==> src/rtl/perlin_scan_scheduler.sv <==
// Perlin scan scheduler.
// Drives the noise generator's x/y/t inputs from the VGA beam and the animation
// clock. Beam position and blanking are delayed to line up with the generator's
// noise output. Also runs the PAUSED / RUNNING / STEPPING animation control.
module perlin_scan_scheduler #(
  parameter int          LATENCY    = 4,
  parameter int          ZOOM_SHIFT = 0,
  parameter logic [19:0] T_INIT     = 20'h00000
) (
  input  logic        clk,
  input  logic        rst,
  input  logic [9:0]  hpos,
  input  logic [9:0]  vpos,
  input  logic        display_on,
  input  logic        frame_start,
  input  logic        run,
  input  logic        step,
  input  logic [3:0]  speed,
  input  logic [7:0]  noise_in,
  output logic [9:0]  gen_x,
  output logic [9:0]  gen_y,
  output logic [19:0] gen_t,
  output logic        pix_valid,
  output logic [9:0]  pix_x,
  output logic [9:0]  pix_y,
  output logic [7:0]  pix_noise,
  output logic [1:0]  state
);

  typedef enum logic [1:0] {
    PAUSED   = 2'd0,
    RUNNING  = 2'd1,
    STEPPING = 2'd2
  } state_t;

  state_t      state_q;
  state_t      state_d;
  logic        adv;
  logic [19:0] inc;

  // Delay line. Stage 0 holds the beam sampled alongside gen_x/gen_y.
  // Stage LATENCY lines up with noise_in for that pixel.
  logic       vld_p  [0:LATENCY];
  logic [9:0] hpos_p [0:LATENCY];
  logic [9:0] vpos_p [0:LATENCY];

  // Zoomed coordinate. The bits shifted past bit 9 are dropped, so the
  // pattern tiles instead of saturating.
  function automatic logic [9:0] zoom(input logic [9:0] v);
    logic [12:0] wide;
    wide = {3'b000, v} << ZOOM_SHIFT;
    return wide[9:0];
  endfunction

  // Per-frame time increment while running. speed=0 freezes the animation.
  function automatic logic [19:0] run_inc(input logic [3:0] s);
    return {14'd0, s, 2'b00};
  endfunction

  // Per-frame time increment for a single step. A step must always move
  // time, so speed=0 is promoted to the smallest non-zero increment.
  function automatic logic [19:0] step_inc(input logic [3:0] s);
    return (s == 4'd0) ? 20'd4 : {14'd0, s, 2'b00};
  endfunction

  // Drive stage: register the generator coordinates every cycle.
  always_ff @(posedge clk or posedge rst) begin
    if (rst) begin
      gen_x <= '0;
      gen_y <= '0;
    end else begin
      gen_x <= zoom(hpos);
      gen_y <= zoom(vpos);
    end
  end

  // Delay line: carry the raw beam position and blanking alongside the
  // generator pipeline.
  always_ff @(posedge clk or posedge rst) begin
    if (rst) begin
      for (int i = 0; i <= LATENCY; i++) begin
        vld_p[i]  <= 1'b0;
        hpos_p[i] <= '0;
        vpos_p[i] <= '0;
      end
    end else begin
      vld_p[0]  <= display_on;
      hpos_p[0] <= hpos;
      vpos_p[0] <= vpos;
      for (int i = 1; i <= LATENCY; i++) begin
        vld_p[i]  <= vld_p[i-1];
        hpos_p[i] <= hpos_p[i-1];
        vpos_p[i] <= vpos_p[i-1];
      end
    end
  end

  // Output stage: pair the delayed beam with the generator noise. Noise is
  // blanked outside the visible area.
  always_ff @(posedge clk or posedge rst) begin
    if (rst) begin
      pix_valid <= 1'b0;
      pix_x     <= '0;
      pix_y     <= '0;
      pix_noise <= '0;
    end else begin
      pix_valid <= vld_p[LATENCY];
      pix_x     <= hpos_p[LATENCY];
      pix_y     <= vpos_p[LATENCY];
      pix_noise <= vld_p[LATENCY] ? noise_in : 8'd0;
    end
  end

  // Animation control state register.
  always_ff @(posedge clk or posedge rst) begin
    if (rst) begin
      state_q <= PAUSED;
    end else begin
      state_q <= state_d;
    end
  end

  // Next-state logic and time-advance decision. Time can only move on a
  // frame_start, so gen_t is stable for the whole visible frame.
  always_comb begin
    state_d = state_q;
    adv     = 1'b0;
    inc     = run_inc(speed);
    case (state_q)
      PAUSED: begin
        if (run) begin
          state_d = RUNNING;
        end else if (step) begin
          state_d = STEPPING;
        end
      end
      RUNNING: begin
        if (!run) begin
          state_d = PAUSED;
        end else if (frame_start) begin
          adv = 1'b1;
        end
      end
      STEPPING: begin
        inc = step_inc(speed);
        if (run) begin
          state_d = RUNNING;
          adv     = frame_start;
        end else if (frame_start) begin
          adv     = 1'b1;
          state_d = PAUSED;
        end
      end
      default: begin
        state_d = PAUSED;
      end
    endcase
  end

  // Animation time. It wraps modulo 2^20.
  always_ff @(posedge clk or posedge rst) begin
    if (rst) begin
      gen_t <= T_INIT;
    end else if (adv) begin
      gen_t <= gen_t + inc;
    end
  end

  assign state = state_q;

endmodule

==> config.mk <==
export PLATFORM = sky130hd
export DESIGN_NAME = perlin_scan_scheduler
export DESIGN_NICKNAME = d
export VERILOG_FILES = /design/src/rtl/perlin_scan_scheduler.sv
export SDC_FILE = /design/constraint.sdc
export NUM_CORES = 1
export LEC_CHECK = 0
export ABC_AREA = 0
export CAP_MARGIN = 20
export CORE_MARGIN = 2
export CORE_UTILIZATION = 43
export CTS_CLUSTER_SIZE = 20
export DETAILED_ROUTE_END_ITERATION = 10
export GPL_TIMING_DRIVEN = 1
export PLACE_DENSITY = 0.68
export SETUP_SLACK_MARGIN = 0.3
export SLEW_MARGIN = 10
export SYNTH_ARGS = -nofsm -noshare
export SYNTH_HDL_FRONTEND = slang
export SYNTH_SLANG_ARGS = --single-unit
==> constraint.sdc <==
create_clock -name clk -period 7.2 [get_ports clk]
set_input_delay 1.08 -clock clk [delete_from_list [all_inputs] [get_ports clk]]
set_output_delay 1.08 -clock clk [all_outputs]
set_load 0.01 [all_outputs]
Yosys cells after proc, flatten, opt, wreduce, memory -nomap -nowiden. Index checks and enable logic that the tools add are counted.

Register bits: 156. Word-level logic and storage cells: 43. Output and inout bits: 71. Input port bits: 38.

Equality and inequality tests: 5. Reduce and logical (&&, ||, !) cells: 3. $add $sub $neg: 1. Muxes and demuxes: 13.

Operator list (number): $add 20x20->20 (1); $mux 6 (2); $mux 2 (5); $mux 8 (1); $ne 3x3->1 const B (2); $pmux 2 s3 (1); $logic_not 4->1 (1); $mux 1 (3); $reduce_and 3->1 (1); $eq 2x1->1 const B (1); $eq 2x2->1 const B (1); $logic_not 2->1 (1); $ne 2x2->1 const B (1); $pmux 1 s2 (1).

Logic depth before layout (Yosys ltp). Gate-level depths: netlist (run 1).

Depth after elaboration: 4. Gate-level depth with buffers: 11. Gate-level depth less buffers: 11.

Worst setup path before layout (run 1). OpenSTA, ideal clock, no wires.

Path kind: input to register. Start point: input speed[1]. End point: register gen_t[16]. Stages on the path: 8. Path slack: 4245 ps. Buffers on the path: 0. Data required time: 7074 ps. Setup time: 126 ps. Arrival: 2830 ps. Cells stage by stage: o41ai_1 -> ha_1 -> inv_1 -> fa_1 -> nand2b_1 -> a21oi_1 -> nand4_1 -> xnor2_1.

Word-level cells in the longest chain between the ends: 4.

Ends and longest elaborated chain: start: declaration (RTL line 18) `input logic [3:0] speed,`; $logic_not 4->1 (RTL line 63) `return (s == 4'd0) ? 20'd4 : {14'd0, s, 2'b00};`; $mux 6 (RTL line 63); $mux 6 * (RTL line 129) `case (state_q)`; $add 20x20->20 * (RTL line 165) `gen_t <= gen_t + inc;`; end signal: assignment (RTL line 165); end: declaration (RTL line 22) `output logic [19:0] gen_t,`.

Mark *: on every way between the ends. The rest lies on a longest branch, timed or not. A chain may end at the register's enable or synchronous reset.

Worst setup path after layout (run 1).
Start point: input speed[1]. End point: register gen_t[14].

Same word-level chain as after synthesis.

==> flow_metrics.tcl, run 1 <==
set metrics [dict create \
    outcome "finished, final reports clean" \
    dieArea_um2 11700 \
    cts_made_buffers 17 \
    fin_tns_setup_ns 0 \
    synth_area_leaders "dfrtp_1, buf_4, xnor2_1" \
    first_pass_iters 4 \
    cts.sinks 154 \
    synthCells 271 \
    yosysTopAreaCellShare_pct 82.4 \
    io-pin-count 109 \
    nNetsFinal 420 \
    startpoint_type "input port" \
    vias_per_cell 4.31 \
    dp_hpwl_um 4440 \
    arrival_ns 3.58 \
    holdBufCountCts 0 \
    grt_max_degree 82 \
    rsz0062_at_grt "no" \
    grtUsageTotal_pct 13.3 \
    peakVddDrop_uv 196 \
    pwr-share-comb_pct 11.9 \
    pwr-share-clk_pct 43.2 \
    finalPower_mw 2.13 \
    row_count 38 \
    synth.distinct_cells 29 \
    die_w_um 108 \
    finalMaxSlewViolations 0 \
    worst_slew_pin_slew_ns 0.845 \
    synthesis.area_um2 4680 \
    intPower_mw 1.65 \
    drc 0 \
    final.fill_count 848 \
    worstPathRequired_ns 7.60 \
    min_path_type "reg -> reg" \
    multi_input_area_um2 619 \
    cts_resized 0 \
    postCtsSetupBuffers 0 \
    path_clk_slew_ns 0.06 \
    cts-root-buf "clkbuf_8" \
    ys_seq_elements 154 \
    period_needed_ns 3.18 \
    diodes 0 \
    core_um2 10700 \
    leakagePower_nw 2.83 \
    synth_edf_count 0 \
    ant_nets 0 \
    layoutNonFillerInstCount 527 \
    gp_congestion 0.793 \
    insertion_delay_ns 0.52 \
    wire_per_inst_um 13.0 \
    seq_area_um2 3850 \
    tritoncts "done" \
    whs_ns 0.341 \
    post-route-period-util_pct 44.2 \
    place_inst 495 \
    seq_power_share_pct 44.9 \
    start_util_pct 43.5 \
    cp-end-kind "register" \
    cts_buffer_depth 2 \
    htreeDepth 4 \
    clock-skew-final_ns 0.00827 \
    final_hold_viol_count 0 \
    relSlewSlack_pct 43.7 \
    grt_first_pass_wirelength_um 11200 \
    antenna_found_initial 0 \
    synth_area_leader_cell "dfrtp_1" \
    vias 2270 \
    syn2layout_area_growth_pct 36.4 \
    yosys_most_used_dff "dfrtp_1" \
    gr-total-overflow 0 \
    port_buffers 106 \
    avgSynthCellArea_um2 17.3 \
    async_reset_ff_share_pct 100 \
    grt_pass1_vias 2398 \
    synth_seq_area_share_pct 82.4 \
    swShare_pct 22.7 \
    routed_wl_um 6850 \
    yosys-top-cells-count "dfrtp_1, buf_4, xnor2_1, nand2_1, inv_1" \
    critical_path_class "in -> reg" \
    clock.fmax_mhz 314 \
    power_density_nw_per_um2 334 \
    maxCapViolCount 0 \
    crit_fanout 7 \
    setup-violations-final 0 \
    drt_iter0_markers 94 \
    die_y_um 108 \
    yosysMostFrequentCell "dfrtp_1" \
    p_sw_mw 0.484 \
    yosys_warnings 0 \
    drive_above_1_share_pct 9.30 \
]
==> placed cells by master, fill, tap and decap left out, drive strengths merged, types with 3 or more instances in the layout <==
| cell type | count |
|---|---|
| nand2b | 3 |
| o21ai | 5 |
| inv | 9 |
| bufinv | 5 |
| nor2 | 4 |
| ha | 7 |
| nand3 | 8 |
| xnor2 | 14 |
| and2 | 8 |
| nand2 | 10 |
| nand4 | 5 |
| clkinv | 5 |
| clkdlybuf4s50 | 106 |
| clkbuf | 20 |
| a21oi | 3 |
| dfrtp | 154 |
==> sequential cells by signal, indices dropped and copies added, names as in the netlist <==
signal	count
gen_t	18
vld_p	5
pix_noise	8
vpos_p	50
pix_x	10
pix_valid	1
hpos_p	50
state	2
pix_y	10
==> final timing paths <==
kind | startpoint | end | slack [ns] | depth (start not counted)
min in group asynchronous | rst | pix_x[1] | 1.05 | 2
max | speed[1] | gen_t[14] | 4.02 | 9
min reg2reg | hpos_p[12] | hpos_p[2] | 0.34 | 0
min | hpos_p[12] | hpos_p[2] | 0.34 | 0
max in group asynchronous | rst | vpos_p[30] | 4.82 | 3
max reg2reg | state[0] | gen_t[14] | 4.32 | 11
==> metal layers <==
metal | part of all wire, % | up-vias | global-route usage, %
li1 | - | 1054 | -
met1 | 41 | 1121 | 15.2
met2 | 49 | 80 | 19.8
met3 | 7.5 | 15 | 6.45
met4 | 2.3 | 0 | 8.79
met5 | 0 | - | 0
==> worst max-delay path, stage by stage <==
cell	delay [ns]
clkdlybuf4s50_1	0.44
o41ai_1	0.37
ha_1	0.26
inv_1	0.07
fa_1	0.39
nand2b_1	0.16
a21oi_1	0.46
nand3_1	0.19
xnor2_1	0.16
==> stage by stage <==
stage,setup slack [ns],utilization (%),instance area [um2]
after global routing,3.85,59.4,6380
after global placement,3.57,53.6,5760
final,4.02,59.4,6380
after CTS,4.03,59.4,6380
after detailed placement,3.47,53.6,5760
after floorplan,1.97,-,4680
==> logic make-up after synthesis <==
logic type / share of synthesized area (%)
compound gates: 1.98
xor+xnor: 3.00
fa+ha+maj: 2.30
buf+inv: 4.42
flops: 82.4
mux: 0.428
other cells: 0.0802
simple gates: 5.38
==> area by class of cell <==
cell class / count / share of cell area, %
sequential: 154 / 60.4
inverter: 9 / 0.608
multi-input combinational: 85 / 9.71
clock buffer: 20 / 6.67
clock inverter: 12 / 3.10
timing repair buffer: 107 / 16.8
tap: 140 / 2.75
==> power groups by stage <==
stage	logic (mW)	clock network [mW]	registers, mW
global placement	0.250	0	0.972
detailed placement	0.256	0	0.973
CTS	0.258	0.950	0.958
floorplan	0.129	0	0.980
finish	0.253	0.921	0.957
global route	0.280	0.990	0.964
(Power assumes the default switching activity.)
==> run 2: changes to the inputs <==
--- a/config.mk
+++ b/config.mk
@@ -12,7 +12,7 @@
 export CTS_CLUSTER_SIZE = 20
 export DETAILED_ROUTE_END_ITERATION = 10
 export GPL_TIMING_DRIVEN = 1
-export PLACE_DENSITY = 0.68
+export PLACE_DENSITY = 0.71
 export SETUP_SLACK_MARGIN = 0.3
 export SLEW_MARGIN = 10
 export SYNTH_ARGS = -nofsm -noshare
==> constraint.sdc (replaced) <==
create_clock -name clk -period 2.8 [get_ports clk]
set_input_delay 0.42 -clock clk [delete_from_list [all_inputs] [get_ports clk]]
set_output_delay 0.42 -clock clk [all_outputs]
set_load 0.01 [all_outputs]
==> run 2 against run 1 <==
Wire length grew 0.64%. Setup slack lost 3.5 ns. Clock skew shrank 0.0020 ns. Die area is the same. Critical path depth grew 2.
==> flow_metrics.tcl, run 2 (synthesis results as in run 1) <==
set metrics [dict create \
    cts_buffer_depth 2 \
    rsz0062_at_grt "no" \
    min_path_type "in -> async" \
    holdBufCountCts 0 \
    placed_cell_area_um2 5810 \
    period_needed_ns 2.33 \
    routed_wl_um 6890 \
    grt_first_pass_wirelength_um 11000 \
    top_regs "hpos_p (50), vpos_p (50), gen_t (18)" \
    diodes 0 \
    htreeDepth 4 \
    drc 0 \
    syn2layout_area_growth_pct 37.0 \
    path_clk_slew_ns 0.06 \
    gp_congestion 0.800 \
    p_sw_mw 1.31 \
    startpoint_type "register" \
    worstPathRequired_ns 3.19 \
    leakagePower_nw 2.83 \
    wl_met1_um 3030 \
    insertion_delay_ns 0.51 \
    wire_per_inst_um 13.0 \
    intPower_mw 3.96 \
    peakVddDrop_uv 435 \
    cts.sinks 154 \
    outcome "finished, final reports clean" \
    first_pass_iters 4 \
    final_hold_viol_count 0 \
    power_density_nw_per_um2 823 \
    arrival_ns 2.72 \
    post-route-period-util_pct 83.2 \
    dp_hpwl_um 4590 \
    clock-skew-final_ns 0.00623 \
    die_w_um 108 \
    cts_made_buffers 17 \
    io-pin-count 109 \
    gr-total-overflow 0 \
    clock.fmax_mhz 429 \
    crit_fanout 7 \
    seq_power_share_pct 46.6 \
    met2_length_um 3350 \
    final_common_cell "dfrtp_1" \
    setup-violations-final 0 \
    die_y_um 108 \
    nNetsFinal 424 \
    row_count 38 \
    critical_path_class "reg -> reg" \
    ant_nets 0 \
    core_um2 10700 \
    drive_above_1_share_pct 12.3 \
    met3_wirelength_um 374 \
    grt_max_degree 78 \
    grt_pass1_vias 2311 \
    grtUsageTotal_pct 13.0 \
    final_area_um2 6410 \
    maxCapViolCount 0 \
    port_buffers 106 \
    fin_ws_ns 0.470 \
    swShare_pct 24.8 \
    start_util_pct 43.5 \
    tritoncts "done" \
    antenna_found_initial 0 \
    pwr-share-clk_pct 40.0 \
    finalMaxSlewViolations 0 \
    cp-end-kind "register" \
    final_cell_mix "dfrtp_1, clkdlybuf4s50_1, clkbuf_16, xnor2_1, nand2_1" \
    top_layer_used "met4" \
    cts-root-buf "clkbuf_8" \
    drt_iter0_markers 111 \
    vias 2257 \
    dieArea_um2 11700 \
    pwr-share-comb_pct 13.5 \
    dp_slack_ns -0.0374 \
    vias_per_cell 4.25 \
]
## run 2: changes by cell type in the layout (fill, tap and decap cells not counted), moves of 2 or more
cell,before,now
buf_12,0,2
buf_4,1,3
ha_1,7,5
ha_2,0,2
bufinv_16,5,1
inv_6,1,6
clkbuf_1,3,1
clkinv_2,3,1
## run 2: power by group through the flow
stage	Sequential, mW	Combinational, mW	Clock [mW]
floorplan	2.52	0.337	0
global route	2.47	0.778	2.29
CTS	2.46	0.706	2.19
detailed placement	2.50	0.673	0
finish	2.46	0.711	2.11
global placement	2.50	0.665	0
## run 2: worst max-delay path, stage by stage, from the launching register on
cell	delay (ns)
dfrtp_1	0.37
inv_1	0.08
ha_2	0.21
inv_1	0.07
o41ai_2	0.20
ha_2	0.23
inv_1	0.05
fa_2	0.34
nand2b_4	0.15
a21oi_4	0.21
nand4_1	0.14
xnor2_1	0.15
## run 2: area by class of cell
cell class | count | area [um2]
clock buffers | 19 | 432
clock inverters | 13 | 131
fillers | 853 | 4340
inverters | 9 | 37.5
multi-input cells | 85 | 653
flip-flops and latches | 154 | 3850
well taps | 140 | 175
repair buffers | 111 | 1120
## run 2: final timing paths
check	cells past startpoint	slack [ns]	endpoint	start
setup / recovery	11	0.47	gen_t[16]	state[0]
min in group clk	1	0.34	hpos_p[47]	hpos[7]
hold reg to reg	0	0.35	vpos_p[13]	vpos_p[23]
hold / removal	2	0.26	gen_t[19]	rst
setup reg to reg	11	0.47	gen_t[16]	state[0]
max in group asynchronous	3	1.85	hpos_p[16]	rst
## run 2: layer usage
layer  vias to the layer above  GRT usage, %
li1                       1061             -
met5                         -             0
met4                         0          7.60
met2                        74          18.7
met3                         7          5.36
met1                      1115          16.7
## run 2: metrics by stage
step | cells | power [mW] | utilization [%] | setup TNS [ns] | hold WS, ns
floorplan | 272 | 2.86 | - | 0 | 0.331
global placement | 498 | 3.16 | 54.0 | 0 | 0.332
detailed placement | 498 | 3.18 | 54.0 | -0.127 | 0.335
CTS | 531 | 5.35 | 59.5 | 0 | 0.245
global route | 531 | 5.54 | 59.6 | 0 | 0.269
finish | 531 | 5.27 | 59.6 | 0 | 0.262
## run 2: what timing repair did
item,4_1_cts,5_1_grt
buffers inserted,1,0
pin swaps,2,3
resized for setup,4,2
endpoints found under the setup margin,7,7
gates cloned,0,0
==> run 3: changes to the inputs <==
--- a/config.mk
+++ b/config.mk
@@ -12,7 +12,7 @@
 export CTS_CLUSTER_SIZE = 20
 export DETAILED_ROUTE_END_ITERATION = 10
 export GPL_TIMING_DRIVEN = 1
-export PLACE_DENSITY = 0.71
+export PLACE_DENSITY = 0.68
 export SETUP_SLACK_MARGIN = 0.3
 export SLEW_MARGIN = 10
 export SYNTH_ARGS = -nofsm -noshare
==> constraint.sdc (replaced) <==
create_clock -name clk -period 2.2 [get_ports clk]
set_input_delay 0.33 -clock clk [delete_from_list [all_inputs] [get_ports clk]]
set_output_delay 0.33 -clock clk [all_outputs]
set_load 0.01 [all_outputs]
==> run 3 against run 2 <==
The flow now finishes with violations (negative setup slack). Fmax increased by 3.6%. Sequential share of layout area decreased by 2.2 points. Clock skew increased by 0.0023 ns. Sequential power increased by 28%. First-iteration DRC count decreased by 25%. Core utilization increased by 2.3 points. Largest cell class unchanged. Combinational power increased by 52%. Critical path type unchanged. Design area increased by 3.9%.
==> flow_metrics.tcl, run 3 (synthesis results as in run 1) <==
set metrics [dict create \
    outcome "complete, but fails checks" \
    violations "negative setup slack" \
    dp_slack_ns -0.360 \
    worst_path_largest_cell_delay_ns 0.39 \
    intPower_mw 5.35 \
    r2r-end "gen_t[10]" \
    start_util_pct 43.5 \
    row_count 38 \
    dp_hpwl_um 4740 \
    critPathCapture "gen_t[10]" \
    startpoint_type "register" \
    power_density_nw_per_um2 1070 \
    crit_chain "inv_2, ha_4, inv_2, o41ai_2, ha_2, inv_2, fa_2, nand2b_4, a21oi_4, nand4_1, xnor2_1" \
    swShare_pct 25.0 \
    drt_iter0_markers 83 \
    drive_above_1_share_pct 18.4 \
    crit_path_start "state[0]" \
    whs_ns 0.166 \
    grt_first_pass_wirelength_um 12200 \
    grt_pass1_vias 2578 \
    drc 0 \
    die_w_um 108 \
    min_path_type "in -> async" \
    syn2layout_area_growth_pct 42.4 \
    maxCapViolCount 0 \
    holdBufCountCts 0 \
    pwr-share-clk_pct 40.8 \
    finalPower_mw 7.14 \
    pwr-share-comb_pct 15.1 \
    path_clk_slew_ns 0.06 \
    top_regs "hpos_p (50), vpos_p (50), gen_t (18)" \
    nNetsFinal 437 \
    r2r_cells 11 \
    cp-end-kind "register" \
    first_pass_iters 4 \
    placed_cell_area_um2 5940 \
    cts.sinks 154 \
    slowest_stage "dfrtp_1" \
    setup-violations-final 5 \
    clock.fmax_mhz 445 \
    final_area_um2 6660 \
    final_common_cell "dfrtp_1" \
    period_needed_ns 2.25 \
    worst-r2r-setup-slack_ns -0.05 \
    cts_made_buffers 17 \
    peakVddDrop_uv 491 \
    grtUsageTotal_pct 14.1 \
    tritoncts "done" \
    timing.rr.start "state[0]" \
    core_um2 10700 \
    fin_ws_ns -0.0482 \
    insertion_delay_ns 0.51 \
    leakagePower_nw 2.97 \
    crit_fanout 7 \
    dieArea_um2 11700 \
    seq_power_share_pct 44.1 \
    wire_per_inst_um 13.5 \
    vias_per_cell 4.41 \
    clock-skew-final_ns 0.00849 \
    routed_wl_um 7350 \
    cts-root-buf "clkbuf_8" \
    gp_congestion 0.769 \
    finalMaxSlewViolations 0 \
    final_cell_mix "dfrtp_1, clkdlybuf4s50_1, clkbuf_16, xnor2_1, buf_4" \
    critical_path_class "reg -> reg" \
    die_y_um 108 \
    rsz0062_at_grt "yes" \
    p_sw_mw 1.79 \
    worstPathRequired_ns 2.59 \
    ant_nets 0 \
    htreeDepth 4 \
    grt_max_degree 44 \
    cts_buffer_depth 2 \
    final_hold_viol_count 0 \
    vias 2393 \
    diodes 0 \
    crit_top_cell "inv_2" \
    io-pin-count 109 \
    arrival_ns 2.64 \
    antenna_found_initial 0 \
    gr-total-overflow 0 \
    port_buffers 106 \
    post-route-period-util_pct 102 \
]
run 3: what timing repair did:
action	in CTS	in global routing
gates cloned	0	0
endpoints found under the setup margin	15	22
hold endpoints to repair	0	0
pin swaps	10	6
buffers inserted	3	1
resized for setup	9	13
run 3: worst min-delay path by stage:
| stage | startpoint | endpoint | slack (ns) |
|---|---|---|---|
| after floorplan | hpos_p[10] | hpos_p[0] | 0.33 |
| after global placement | hpos_p[11] | hpos_p[1] | 0.33 |
| after detailed placement | hpos_p[20] | hpos_p[10] | 0.33 |
| after CTS | rst | pix_noise[0] | 0.15 |
| after global routing | rst | pix_x[7] | 0.16 |
| final | rst | pix_noise[0] | 0.17 |
run 3: routing by layer:
metal  vias up  track usage [%]  wire [um]
li1       1096                -          -
met1      1195             16.8       3000
met4         0             8.42        212
met3        18             5.24        423
met2        84             22.0       3720
met5         -                0          0
run 3: power groups by stage:
stage | Clock (mW) | Sequential (mW) | Combinational [mW]
after floorplan | 0 | 3.21 | 0.469
after global placement | 0 | 3.17 | 0.976
after detailed placement | 0 | 3.18 | 0.999
after CTS | 3.00 | 3.14 | 1.05
after global routing | 3.12 | 3.17 | 1.17
final | 2.91 | 3.15 | 1.08
run 3: worst max-delay path, delay by kind of cell, from the launching register on:
| kind | cells | cell delay, ns |
|---|---|---|
| flip-flops | 1 | 0.39 |
| AND/OR/NAND/NOR | 2 | 0.29 |
| AO/OA/AOI/OAI | 2 | 0.42 |
| buffers and inverters | 3 | 0.16 |
| XOR/XNOR | 1 | 0.15 |
| adder cells (fa/ha/maj) | 3 | 0.72 |
run 3: final cells by class:
cell class | count | area (um2)
Clock buffer | 18 | 418
Clock inverter | 13 | 183
Fill cell | 828 | 4090
Inverter | 9 | 37.5
Multi-Input combinational cell | 85 | 723
Sequential cell | 154 | 3860
Tap cell | 140 | 175
Timing Repair Buffer | 124 | 1260
run 3: through the flow:
step / util, % / TNS [ns] / instances
6_report: 61.9 / -0.175 / 543
5_1_grt: 61.9 / -0.929 / 543
4_1_cts: 61.4 / -0.166 / 542
3_5_place_dp: 55.2 / -2.42 / 508
3_3_place_gp: 55.2 / -2.03 / 508
2_1_floorplan: - / -12.11 / 272
